$ cat config.mk
export PLATFORM = sky130hd
export DESIGN_NAME = cout_period_decoder_flat
export DESIGN_NICKNAME = d
export VERILOG_FILES = /design/src/rtl/cout_dec_pkg.sv /design/src/rtl/cout_period_decoder_if.sv /design/src/rtl/pulse_period_meter.sv /design/src/rtl/cout_period_decoder.sv /design/src/flat_wrapper.sv
export SDC_FILE = /design/constraint.sdc
export NUM_CORES = 1
export LEC_CHECK = 0
export ABC_AREA = 1
export ABC_CLOCK_PERIOD_IN_PS = 2400
export CORE_UTILIZATION = 38
export CTS_CLUSTER_DIAMETER = 60
export DETAILED_ROUTE_END_ITERATION = 12
export PLACE_DENSITY = 0.56
export SLEW_MARGIN = 40
export SYNTH_ARGS = -nofsm -noshare
export SYNTH_HDL_FRONTEND = slang
export SYNTH_SLANG_ARGS = --single-unit
$ cat constraint.sdc
create_clock -name CLK -period 2.4 [get_ports CLK]
set_input_delay 0.48 -clock CLK [delete_from_list [all_inputs] [get_ports CLK]]
set_output_delay 0.48 -clock CLK [all_outputs]
set_load 0.02 [all_outputs]
$ cat src/rtl/cout_dec_pkg.sv
// Shared types for the carry-pulse period decoder: default width, period type,
// per-channel measurement states and the comparator flag bundle.
package cout_dec_pkg;

  localparam int unsigned W_DEFAULT = 10;
  localparam int unsigned PERIOD_W  = W_DEFAULT;

  typedef bit [PERIOD_W-1:0] period_t;

  typedef enum logic {
    WAIT_FIRST = 1'b0,
    MEASURE    = 1'b1
  } meas_state_e;

  // Magnitude relation of channel A against channel B; one-hot when evaluated
  typedef struct packed {
    logic eq;
    logic a_gt;
    logic b_gt;
  } cmp_flags_t;

endpackage : cout_dec_pkg

$ cat src/rtl/cout_period_decoder_if.sv
// Pulse inputs and recovered-modulus outputs of the period decoder.
// The slave side is the decoder; the master side drives pulses and observes results.
interface cout_period_decoder_if
  import cout_dec_pkg::*;
#(
  parameter int unsigned W = W_DEFAULT
) ();

  logic         inA;
  logic         inB;
  logic [W-1:0] modA;
  logic [W-1:0] modB;
  logic         validA;
  logic         validB;
  logic         stableA;
  logic         stableB;
  logic         ovfA;
  logic         ovfB;
  logic         AeqB;
  logic         AmB;
  logic         BmA;

  modport master (
    output inA, inB,
    input  modA, modB, validA, validB, stableA, stableB, ovfA, ovfB, AeqB, AmB, BmA
  );

  modport slave (
    input  inA, inB,
    output modA, modB, validA, validB, stableA, stableB, ovfA, ovfB, AeqB, AmB, BmA
  );

endinterface : cout_period_decoder_if

$ cat src/rtl/pulse_period_meter.sv
// Measures the number of clock cycles between consecutive pulses on one channel,
// reporting the last period, a two-in-a-row stability flag and a sticky overflow.
module pulse_period_meter
  import cout_dec_pkg::*;
#(
  parameter int unsigned W = W_DEFAULT
) (
  input  logic         CLK,
  input  logic         rst_n,
  input  logic         in,
  output logic [W-1:0] period,
  output logic         valid,
  output logic         stable,
  output logic         ovf
);

  localparam logic [W-1:0] CNT_ONE = W'(1);
  localparam logic [W-1:0] CNT_MAX = '1;

  meas_state_e  state, state_d;
  logic [W-1:0] cnt, cnt_d;
  logic [W-1:0] period_d;
  logic         valid_d;
  logic         stable_d;
  logic         ovf_d;

  // State and result registers
  always_ff @(posedge CLK or negedge rst_n) begin
    if (!rst_n) begin
      state  <= WAIT_FIRST;
      cnt    <= '0;
      period <= '0;
      valid  <= 1'b0;
      stable <= 1'b0;
      ovf    <= 1'b0;
    end else begin
      state  <= state_d;
      cnt    <= cnt_d;
      period <= period_d;
      valid  <= valid_d;
      stable <= stable_d;
      ovf    <= ovf_d;
    end
  end

  // Next-state and result update; everything holds unless a rule fires
  always_comb begin
    state_d  = state;
    cnt_d    = cnt;
    period_d = period;
    valid_d  = valid;
    stable_d = stable;
    ovf_d    = ovf;
    case (state)
      WAIT_FIRST: begin
        if (in) begin
          cnt_d   = CNT_ONE;
          state_d = MEASURE;
        end
      end
      MEASURE: begin
        if (in) begin
          // Stability compares against the period being replaced
          stable_d = valid && (cnt == period);
          period_d = cnt;
          valid_d  = 1'b1;
          ovf_d    = 1'b0;
          cnt_d    = CNT_ONE;
        end else if (cnt != CNT_MAX) begin
          cnt_d = cnt + CNT_ONE;
        end else begin
          // Gap too long to represent: drop the measurement, keep the old period
          ovf_d    = 1'b1;
          valid_d  = 1'b0;
          stable_d = 1'b0;
          cnt_d    = '0;
          state_d  = WAIT_FIRST;
        end
      end
      default: state_d = WAIT_FIRST;
    endcase
  end

endmodule : pulse_period_meter

$ cat src/rtl/cout_period_decoder.sv
// Recovers the modulus behind two carry-pulse streams and compares them,
// with the comparison registered one cycle behind the period registers.
module cout_period_decoder
  import cout_dec_pkg::*;
#(
  parameter int unsigned W = W_DEFAULT
) (
  input  logic                  CLK,
  input  logic                  rst_n,
  cout_period_decoder_if.slave  bus
);

  cmp_flags_t cmp_q, cmp_d;

  pulse_period_meter #(.W(W)) u_meter_a (
    .CLK    (CLK),
    .rst_n  (rst_n),
    .in     (bus.inA),
    .period (bus.modA),
    .valid  (bus.validA),
    .stable (bus.stableA),
    .ovf    (bus.ovfA)
  );

  pulse_period_meter #(.W(W)) u_meter_b (
    .CLK    (CLK),
    .rst_n  (rst_n),
    .in     (bus.inB),
    .period (bus.modB),
    .valid  (bus.validB),
    .stable (bus.stableB),
    .ovf    (bus.ovfB)
  );

  // Three-way compare, only meaningful once both channels hold a measurement
  always_comb begin
    cmp_d = '0;
    if (bus.validA && bus.validB) begin
      cmp_d.eq   = (bus.modA == bus.modB);
      cmp_d.a_gt = (bus.modA >  bus.modB);
      cmp_d.b_gt = (bus.modB >  bus.modA);
    end
  end

  always_ff @(posedge CLK or negedge rst_n) begin
    if (!rst_n) begin
      cmp_q <= '0;
    end else begin
      cmp_q <= cmp_d;
    end
  end

  assign bus.AeqB = cmp_q.eq;
  assign bus.AmB  = cmp_q.a_gt;
  assign bus.BmA  = cmp_q.b_gt;

endmodule : cout_period_decoder

$ cat src/flat_wrapper.sv
// flat-port wrapper written by rule: the top's interface ports become plain ports
module cout_period_decoder_flat import cout_dec_pkg::*;
#(
  parameter int unsigned W = W_DEFAULT
)
  (CLK, rst_n, bus_inA, bus_inB, bus_modA, bus_modB, bus_validA, bus_validB, bus_stableA, bus_stableB, bus_ovfA, bus_ovfB, bus_AeqB, bus_AmB, bus_BmA);
  cout_period_decoder_if #(.W(W)) bus_i ();
  input  logic CLK;
  input  logic rst_n;
  input wire logic [$bits(bus_i.inA)-1:0] bus_inA;
  input wire logic [$bits(bus_i.inB)-1:0] bus_inB;
  output wire logic [$bits(bus_i.modA)-1:0] bus_modA;
  output wire logic [$bits(bus_i.modB)-1:0] bus_modB;
  output wire logic [$bits(bus_i.validA)-1:0] bus_validA;
  output wire logic [$bits(bus_i.validB)-1:0] bus_validB;
  output wire logic [$bits(bus_i.stableA)-1:0] bus_stableA;
  output wire logic [$bits(bus_i.stableB)-1:0] bus_stableB;
  output wire logic [$bits(bus_i.ovfA)-1:0] bus_ovfA;
  output wire logic [$bits(bus_i.ovfB)-1:0] bus_ovfB;
  output wire logic [$bits(bus_i.AeqB)-1:0] bus_AeqB;
  output wire logic [$bits(bus_i.AmB)-1:0] bus_AmB;
  output wire logic [$bits(bus_i.BmA)-1:0] bus_BmA;
  assign bus_i.inA = bus_inA;
  assign bus_i.inB = bus_inB;
  assign bus_modA = bus_i.modA;
  assign bus_modB = bus_i.modB;
  assign bus_validA = bus_i.validA;
  assign bus_validB = bus_i.validB;
  assign bus_stableA = bus_i.stableA;
  assign bus_stableB = bus_i.stableB;
  assign bus_ovfA = bus_i.ovfA;
  assign bus_ovfB = bus_i.ovfB;
  assign bus_AeqB = bus_i.AeqB;
  assign bus_AmB = bus_i.AmB;
  assign bus_BmA = bus_i.BmA;
  cout_period_decoder #(.W(W)) u_core (.CLK(CLK), .rst_n(rst_n), .bus(bus_i));
endmodule
==> summary by stage, run 1 <==
CTS
The clock-pin slew of the registers on the worst-case setup and hold paths is 0.09 ns. TritonCTS built the clock tree. Clock tree synthesis inserted a total of 5 buffers. The cell at the root of the clock tree is sky130_fd_sc_hd__clkbuf_8. The number of hold buffers added after cts is 0. The tree built by TritonCTS fans out to 51 sinks. Once the clock tree was built, the resizer swapped 0 gates to a different size. The number of setup buffers added after CTS is 0. The count of H-tree levels built during CTS is 2. The clock insertion delay at the later pin of the skew report is 0.30 ns. The number of buffers between clock root and the deepest sink is 2.

Yosys
After synthesis, the cell types taking the most area are sky130_fd_sc_hd__dfrtp_1 43%, sky130_fd_sc_hd__nand2_1 17%, sky130_fd_sc_hd__inv_1 6.5%, sky130_fd_sc_hd__ha_1 5.1%, sky130_fd_sc_hd__o21ai_0 5.1%. After synthesis the netlist holds a flip-flop and latch count of 51. The proportion of netlist area held by the largest area contributor is 43.1%.

In this run the mean area of a mapped cell was 7.55 sq um. The post-synth design cell area is 2960 sq um. The part of the Yosys area used for sequential elements is between 40% and 50%. sky130_fd_sc_hd__dfrtp_1 takes more of the synthesized area than any other cell.

The cell count after synthesis came out at 392. The number of warnings reported in the yosys synthesis log is 0. After synthesis, the netlist uses 28 different library cells. The number of nets handed over by synthesis was 408.

Global route
The via count of the first global-routing pass is 2,297. For this run the aggregate overflow at the end of global routing stands at 0. The initial antenna violation count is 0. Global routing consumed, over all layers together, 18.3% of the routing resources. The pin count of the biggest net entering global routing is 52. The first global-routing pass estimated around 12 mm of wire.

Critical path
The category of the worst setup path capture point is a primary output. The peak per-stage delay on the critical path is 0.65 ns. The reg-to-reg endpoint is u_core.bus.AmB$_DFF_PN0_.

The worst setup path is of the flop to primary output kind. The count of buffering cells on the critical path with inverters included is 1. The top fanout value on the critical path is 5. The worst-path cell with the longest stage delay is sky130_fd_sc_hd__clkdlybuf4s50_1. The required time at the endpoint of the critical path is 1.92 ns. Counting cells, the worst reg-to-reg path comes to 7.

In this run the number of cells on the critical path is 1. The critical path goes through clkdlybuf4s50_1. Across all register-to-register paths, the minimum setup slack is between 0.7 and 0.8 ns. The beginning of the worst register-to-register path is u_core.u_meter_b.period[9]$_DFFE_PN0P_. The startpoint type of the worst setup path is a flop. The kind of cell with the highest combined delay on the critical path is buffers and inverters.

The critical path data arrival time is 1.44 ns.

Route
After detailed routing, the number of remaining DRC violations is 0. The detailed router finished its first iteration with between 100 and 150 violations. The overall via count from detail_route is around 2,500. In the routed layout, each cell is associated on average with a via count of 4.68. The average detailed-routed wire length per instance is roughly 13 um. The detail route stage leaves a number of antenna-violating nets equal to 0. The total wire length is 6.90 mm. The count of TritonRoute iterations in the first routing pass is 4.

Timing
The total count of hold-check failures in the final report came to 0. Subtracting the final worst setup slack from the clock period gives 1.92 ns. Summed over all failing endpoints, the final setup total negative slack is 0 ns.

The worst relative slew slack is a little over half. Clock skew on the completed layout was measured at around 0.0057 ns. The transition time of the tightest slew-check pin is between 0.6 and 0.7 ns.

The number of pins exceeding their max-slew limit in the final report was 0. Timing would allow up to 520 MHz. The setup violation total in the final timing report is 0. The worst-case setup margin in the final layout is 0.475 ns. Setup repair after global routing left no endpoint under its margin.

The final clock period utilization by the worst path is 80.2%.

Finish
The growth of design area from synthesis to finish is 17.1%. After the last flow step, the layout net total stands at 442. The count of antenna diodes in the layout is 0.

After filler insertion, the fill cell instance count of the layout stands at 772. Registers take 1280 sq um. The post-route netlist has a little under 8% of its cells at a drive strength greater than 1. The multi-input combinational cells in the finished layout cover a total of 1440 sq um. The number of standard cells in the final layout excluding fillers is 525.

Floorplan
The overall die height is 90.2 um. The number of cell rows is 31. The I/O pin count is 33. The horizontal die dimension is between 90 and 100 um.

The initial utilization of the core area, before any placement, comes to 39.9%. The core region is 7410 sq um. The area of the die is 8140 sq um.

Status
The run finished with clean final reports.

Placed design
The count of buffers added on input and output ports is 32. Including well taps, the total number of placed cells is 518. The final weighted congestion of routability-driven global placement is roughly 0.81. The wire-length estimate of the detail-placed layout is between 5 and 6 mm. At the placement stage, the worst setup path has a slack of 0.589 ns.

Worst hold path
The worst min-delay path class is input pin to async pin.

Flow run
The total of max-cap violations is 0.

Power
Dividing total power by cell area gives a power density of between 500 and 600 nW/um^2. The overall power consumption is 0.00181 W. VDD sags by at most between 0.0002 and 0.00025 V.

The analysis attributes to cell leakage a power of 1.62 nW.
per-stage QoR:
step | util, % | hold WS (ns) | instance area [sq um]
detailed placement | 45.6 | 0.509 | 3380
floorplan | - | 0.184 | 2960
finish | 46.8 | 0.266 | 3460
CTS | 46.8 | 0.313 | 3460
global route | 46.8 | 0.342 | 3460
global placement | 45.6 | 0.457 | 3380
cells in the mapped netlist, drive strengths merged:
library cell  instances
a21oi                 4
mux2                  1
o21ai                34
a21o                  1
nand4                 6
nor3                  1
nand2               142
nand3                25
xor2                  5
dfrtp                51
o21bai                1
nor2                 37
a21boi                2
inv                  53
ha                   12
clkbuf                3
xnor2                 9
buf                   5
worst max path at each step:
stage | to | slack [ns] | start
6_report | bus_validB | 0.48 | u_core.u_meter_b.valid$_DFFE_PN0P_
5_1_grt | bus_modA[2] | 0.45 | u_core.u_meter_a.period[2]$_DFFE_PN0P_
4_1_cts | bus_validB | 0.47 | u_core.u_meter_b.valid$_DFFE_PN0P_
3_5_place_dp | u_core.u_meter_a.stable$_DFFE_PN0P_ | 0.59 | bus_inA
3_3_place_gp | u_core.u_meter_a.stable$_DFFE_PN0P_ | 0.63 | bus_inA
2_1_floorplan | u_core.bus.AmB$_DFF_PN0_ | 0.91 | u_core.u_meter_b.period[9]$_DFFE_PN0P_
final cells by class:
type / instances / share of cell area (%)
multi-input combinational: 280 / 41.6
tap: 99 / 3.58
clock inverter: 1 / 0.144
clock buffer: 6 / 2.38
inverter: 53 / 5.74
sequential: 51 / 36.8
timing repair buffer: 35 / 9.75
registers in the layout, indices dropped and copies added, names as in the netlist, 10 cells and up:
register,flops
u_core.u_meter_a.cnt,10
u_core.u_meter_a.period,10
u_core.u_meter_b.cnt,10
u_core.u_meter_b.period,10
kinds of logic (layout without fill, tap and decap cells):
| family | Yosys count | count (layout) | synth area share, % |
|---|---|---|---|
| and+or+nand+nor | 211 | 211 | 31.5 |
| buffers and inverters | 61 | 95 | 8.20 |
| DFF | 51 | 51 | 43.1 |
| AOI/OAI and AO/OA | 42 | 42 | 7.44 |
| xor gates and xnor gates | 14 | 14 | 4.14 |
| adders and majority gates | 12 | 12 | 5.07 |
| muxes | 1 | 1 | 0.507 |
cell usage in the layout (no fill, tap or decap), drive strengths merged:
| cell | netlist | final |
|---|---|---|
| xnor2 | 9 | 9 |
| buf | 5 | 4 |
| a21boi | 2 | 2 |
| nand4 | 6 | 6 |
| nor2 | 37 | 37 |
| nand3 | 25 | 25 |
| ha | 12 | 12 |
| a21o | 1 | 1 |
| a21oi | 4 | 4 |
| nand2 | 142 | 142 |
| o21ai | 34 | 34 |
| nor3 | 1 | 1 |
| inv | 53 | 53 |
| clkdlybuf4s50 | 0 | 31 |
| mux2 | 1 | 1 |
| xor2 | 5 | 5 |
| clkbuf | 3 | 6 |
| clkinv | 0 | 1 |
| o21bai | 1 | 1 |
| dfrtp | 51 | 51 |
per-layer routing:
metal / track usage [%] / share of wire, %
met5: 0 / 0
met2: 26.0 / 40
met4: 4.03 / 0.83
met1: 28.8 / 55
met3: 3.13 / 3.9
power breakdown:
| part | internal (W) | switching (W) | leakage [nW] |
|---|---|---|---|
| sequential | 0.000907 | 0.0000575 | 0.668 |
| clock | 0.000227 | 0.000289 | 0.0470 |
| combinational | 0.000143 | 0.000184 | 0.906 |
| total | 0.00128 | 0.000530 | 1.62 |
Note: power is estimated with default switching activity, not from simulation.
==> run 2, diff against run 1 <==
- ABC_CLOCK_PERIOD_IN_PS: 2400 -> 1880
- clock period: 2.4 -> 1.88 ns (I/O delays scaled with it)
==> run 2 against run 1 <==
  * Cell area grew 2.1%
  * Count of clock-buffer cells in the layout is the same
  * Worst hold slack lost 0.23 ns
  * Clock skew grew 0.0021 ns
  * Sequential power grew 28%
  * Routed wire length grew 0.33%
  * Sequential cell count is the same
  * Final cell count grew 0.95%
  * First-iteration DRC count grew 42%
  * Critical path type unchanged
  * Critical endpoint is now bus_modA[1]
  * Largest power group unchanged
==> summary by stage, run 2 (synthesis results as in run 1) <==
Route
The total wire length is 6.92 mm (+0.33%). The antenna violation net count after detailed routing was 0 (unchanged). The initial DRC count came to 184 (+42%).

The average detailed-routed wire length per instance is 13.1 um (-0.61%). The overall via count from detail_route is 2,441 (-0.65%). The routed via count divided by cell count is 4.61 (-1.6%). The count of TritonRoute iterations in the first routing pass is 4 (unchanged). The total DRC errors in the routed layout is 0 (unchanged).

Timing
The worst-case setup margin in the final layout is 0.0918 ns (-0.384 ns). The post-route minimum period is 1.79 ns. The final clock period utilization by the worst path is between 90% and 100%. The timing-limited maximum frequency is 559 MHz.

The number of pins exceeding their max-slew limit in the final report is 0 (unchanged). The setup TNS is 0 ns (unchanged). Setup repair after global routing left no endpoint under its margin.

The largest clock skew in the final design is 0.00784 ns (+0.00214 ns). The transition time of the tightest slew-check pin is 0.349 ns (-0.342 ns). The setup violation total in the final timing report was 0 (unchanged). The total count of hold-check failures in the final report was 0 (unchanged). The worst relative slew slack was 76.7% (+23 points).

Finish
The filler cell count in the final layout was 722 (-6.5%). The number of nets at the end of the flow was 446 (+0.90%). The count of antenna diodes in the layout is 0 (unchanged).

The fraction of final layout cells with drive strength greater than 1 was 8.82% (+1.1 points). The number of standard cells in the final layout excluding fillers is 530 (+0.95%). The library cell used most frequently in the layout, excluding fill and tap cells, is sky130_fd_sc_hd__nand2_1.

In the layout the commonest cells are 135 x sky130_fd_sc_hd__nand2_1, 51 x sky130_fd_sc_hd__inv_1, 51 x sky130_fd_sc_hd__dfrtp_1. The growth of design area from synthesis to finish is 19.5%. The final core area utilization was 47.7% (+0.98 points).

Critical path
The logic depth of the worst setup path including buffers is 1 (unchanged). The slowest stage of the critical path is the sky130_fd_sc_hd__clkdlybuf4s50_1 cell. The peak per-stage delay on the critical path came to 0.65 ns (about the same). The critical path data arrival time came to 1.41 ns (-0.03 ns). The beginning of the worst register-to-register path is u_core.u_meter_b.period[9]$_DFFE_PN0P_. The required time at the endpoint of the critical path is 1.50 ns (-0.42 ns). Walking the worst path, the cells encountered are clkdlybuf4s50_1. The startpoint type of the worst setup path is a flop. The worst setup slack for register-to-register paths is 0.23 ns (-0.52 ns).

The kind of cell with the highest combined delay on the critical path is buffers and inverters. The top fanout value on the critical path is 4 (-1). STA classifies the critical path endpoint as a primary output. The count of buffering cells on the critical path with inverters included is 1 (unchanged). The depth of the worst register-to-register path is 7 (unchanged). The path type of the worst setup path is flop to primary output. In this run the critical register-to-register path is captured at u_core.bus.AmB$_DFF_PN0_.

CTS
The number of buffers between clock root and the deepest sink was 2 (unchanged). The clock insertion delay at the later pin of the skew report came to 0.30 ns (about the same). The count of cells resized by post-cts repair is 0 (unchanged).

The clock-pin slew of the registers on the worst-case setup and hold paths is 0.10 ns (about the same). The number of buffers created by CTS was 5 (unchanged). TritonCTS built the clock tree.

The cell at the root of the clock tree is sky130_fd_sc_hd__clkbuf_8. The count of H-tree levels built during CTS was 2 (unchanged). The number of hold buffers added after cts is 0 (unchanged).

The number of sinks on the clock net came to 51 (unchanged). The number of setup buffers added after CTS is 0 (unchanged).

Floorplan
The overall die height is 90.2 um (unchanged). The area of the die came to 8140 sq um (unchanged). The core region area is 7410 sq um (unchanged). The I/O pin count is 33 (unchanged). The horizontal die dimension is 90.2 um (unchanged). The initial core utilization is 39.9% (unchanged). The number of cell rows is 31 (unchanged).

Power
The worst-case vdd ir drop was 0.000331 V (+56%). The cell area power density is 692 nW/um^2 (+33%). The overall power consumption is 0.00245 W (+35%). The leakage power is 1.66 nW (+2.5%).

Placed design
The pre-CTS setup slack was 0.236 ns (-0.353 ns). The number of placed instances with taps included is 522 (+0.77%). The number of port buffers was 32 (unchanged). The total half-perimeter wirelength after legalization and detailed placement is 5.16 mm (+0.64%). The final weighted congestion of routability-driven global placement came to 0.842 (+3.9%).

Flow run
The total of max-cap violations is 0 (unchanged).

Global route
The first-pass GRT wire length is 12.0 mm (+1.4%). The initial antenna violation count is 0 (unchanged). The via count of the first global-routing pass was 2,413 (+5.1%). The pin count of the biggest net entering global routing was 52 (unchanged).

The leftover overflow at the end of global routing is 0 (unchanged). The overall fraction of global-route tracks in use is 18.5% (+0.18 points).

Status
The flow ran to the end, and the final reports show no timing, DRC or antenna violations.

Worst hold path
The tightest min-delay check is of the input pin to async pin type.
==> run 2: cell types whose count changed in the layout (fill, tap and decap cells not counted), sizes merged <==
| cell | delta |
|---|---|
| buf | +4 |
| bufinv | +1 |
==> run 2: where the power goes <==
group          internal [W]  switching [W]
registers           0.00116      0.0000735
logic              0.000187       0.000233
clock network      0.000431       0.000364
total               0.00178       0.000671
==> run 2: area by class of cell <==
type | count | area, sq um | share of cell area (%)
Clock inverter | 2 | 35.0 | 0.990
Multi-Input combinational cell | 280 | 1440 | 40.7
Timing Repair Buffer | 39 | 380 | 10.8
Tap cell | 99 | 124 | 3.50
Clock buffer | 6 | 82.6 | 2.33
Sequential cell | 51 | 1280 | 36.1
Inverter | 53 | 199 | 5.62
==> run 2: stage by stage <==
stage	area, sq um	hold slack, ns
floorplan	2960	0.0804
detailed placement	3420	0.391
global placement	3420	0.387
global route	3540	0.0515
finish	3540	0.0403
CTS	3540	0.0541
==> run 2: how the worst max path moves through the flow <==
stage / from / to / slack [ns]
after detailed placement: bus_inB / u_core.u_meter_b.stable$_DFFE_PN0P_ / 0.24
final: u_core.u_meter_a.period[1]$_DFFE_PN0P_ / bus_modA[1] / 0.09
after global placement: bus_inB / u_core.u_meter_b.period[2]$_DFFE_PN0P_ / 0.27
after floorplan: u_core.u_meter_b.period[9]$_DFFE_PN0P_ / u_core.bus.AmB$_DFF_PN0_ / 0.39
after global routing: u_core.u_meter_b.valid$_DFFE_PN0P_ / bus_validB / 0.01
after CTS: u_core.u_meter_b.valid$_DFFE_PN0P_ / bus_validB / 0.07
==> run 2: metal layers <==
| layer | vias up | routed length (um) | track usage [%] | share of wire (%) |
|---|---|---|---|---|
| met3 | 7 | 248 | 3.30 | 3.6 |
| met1 | 1093 | 3810 | 28.1 | 55 |
| met5 | - | 0 | 0 | 0 |
| met4 | 0 | 85 | 4.70 | 1.2 |
| met2 | 44 | 2780 | 26.9 | 40 |
| li1 | 1297 | - | - | - |
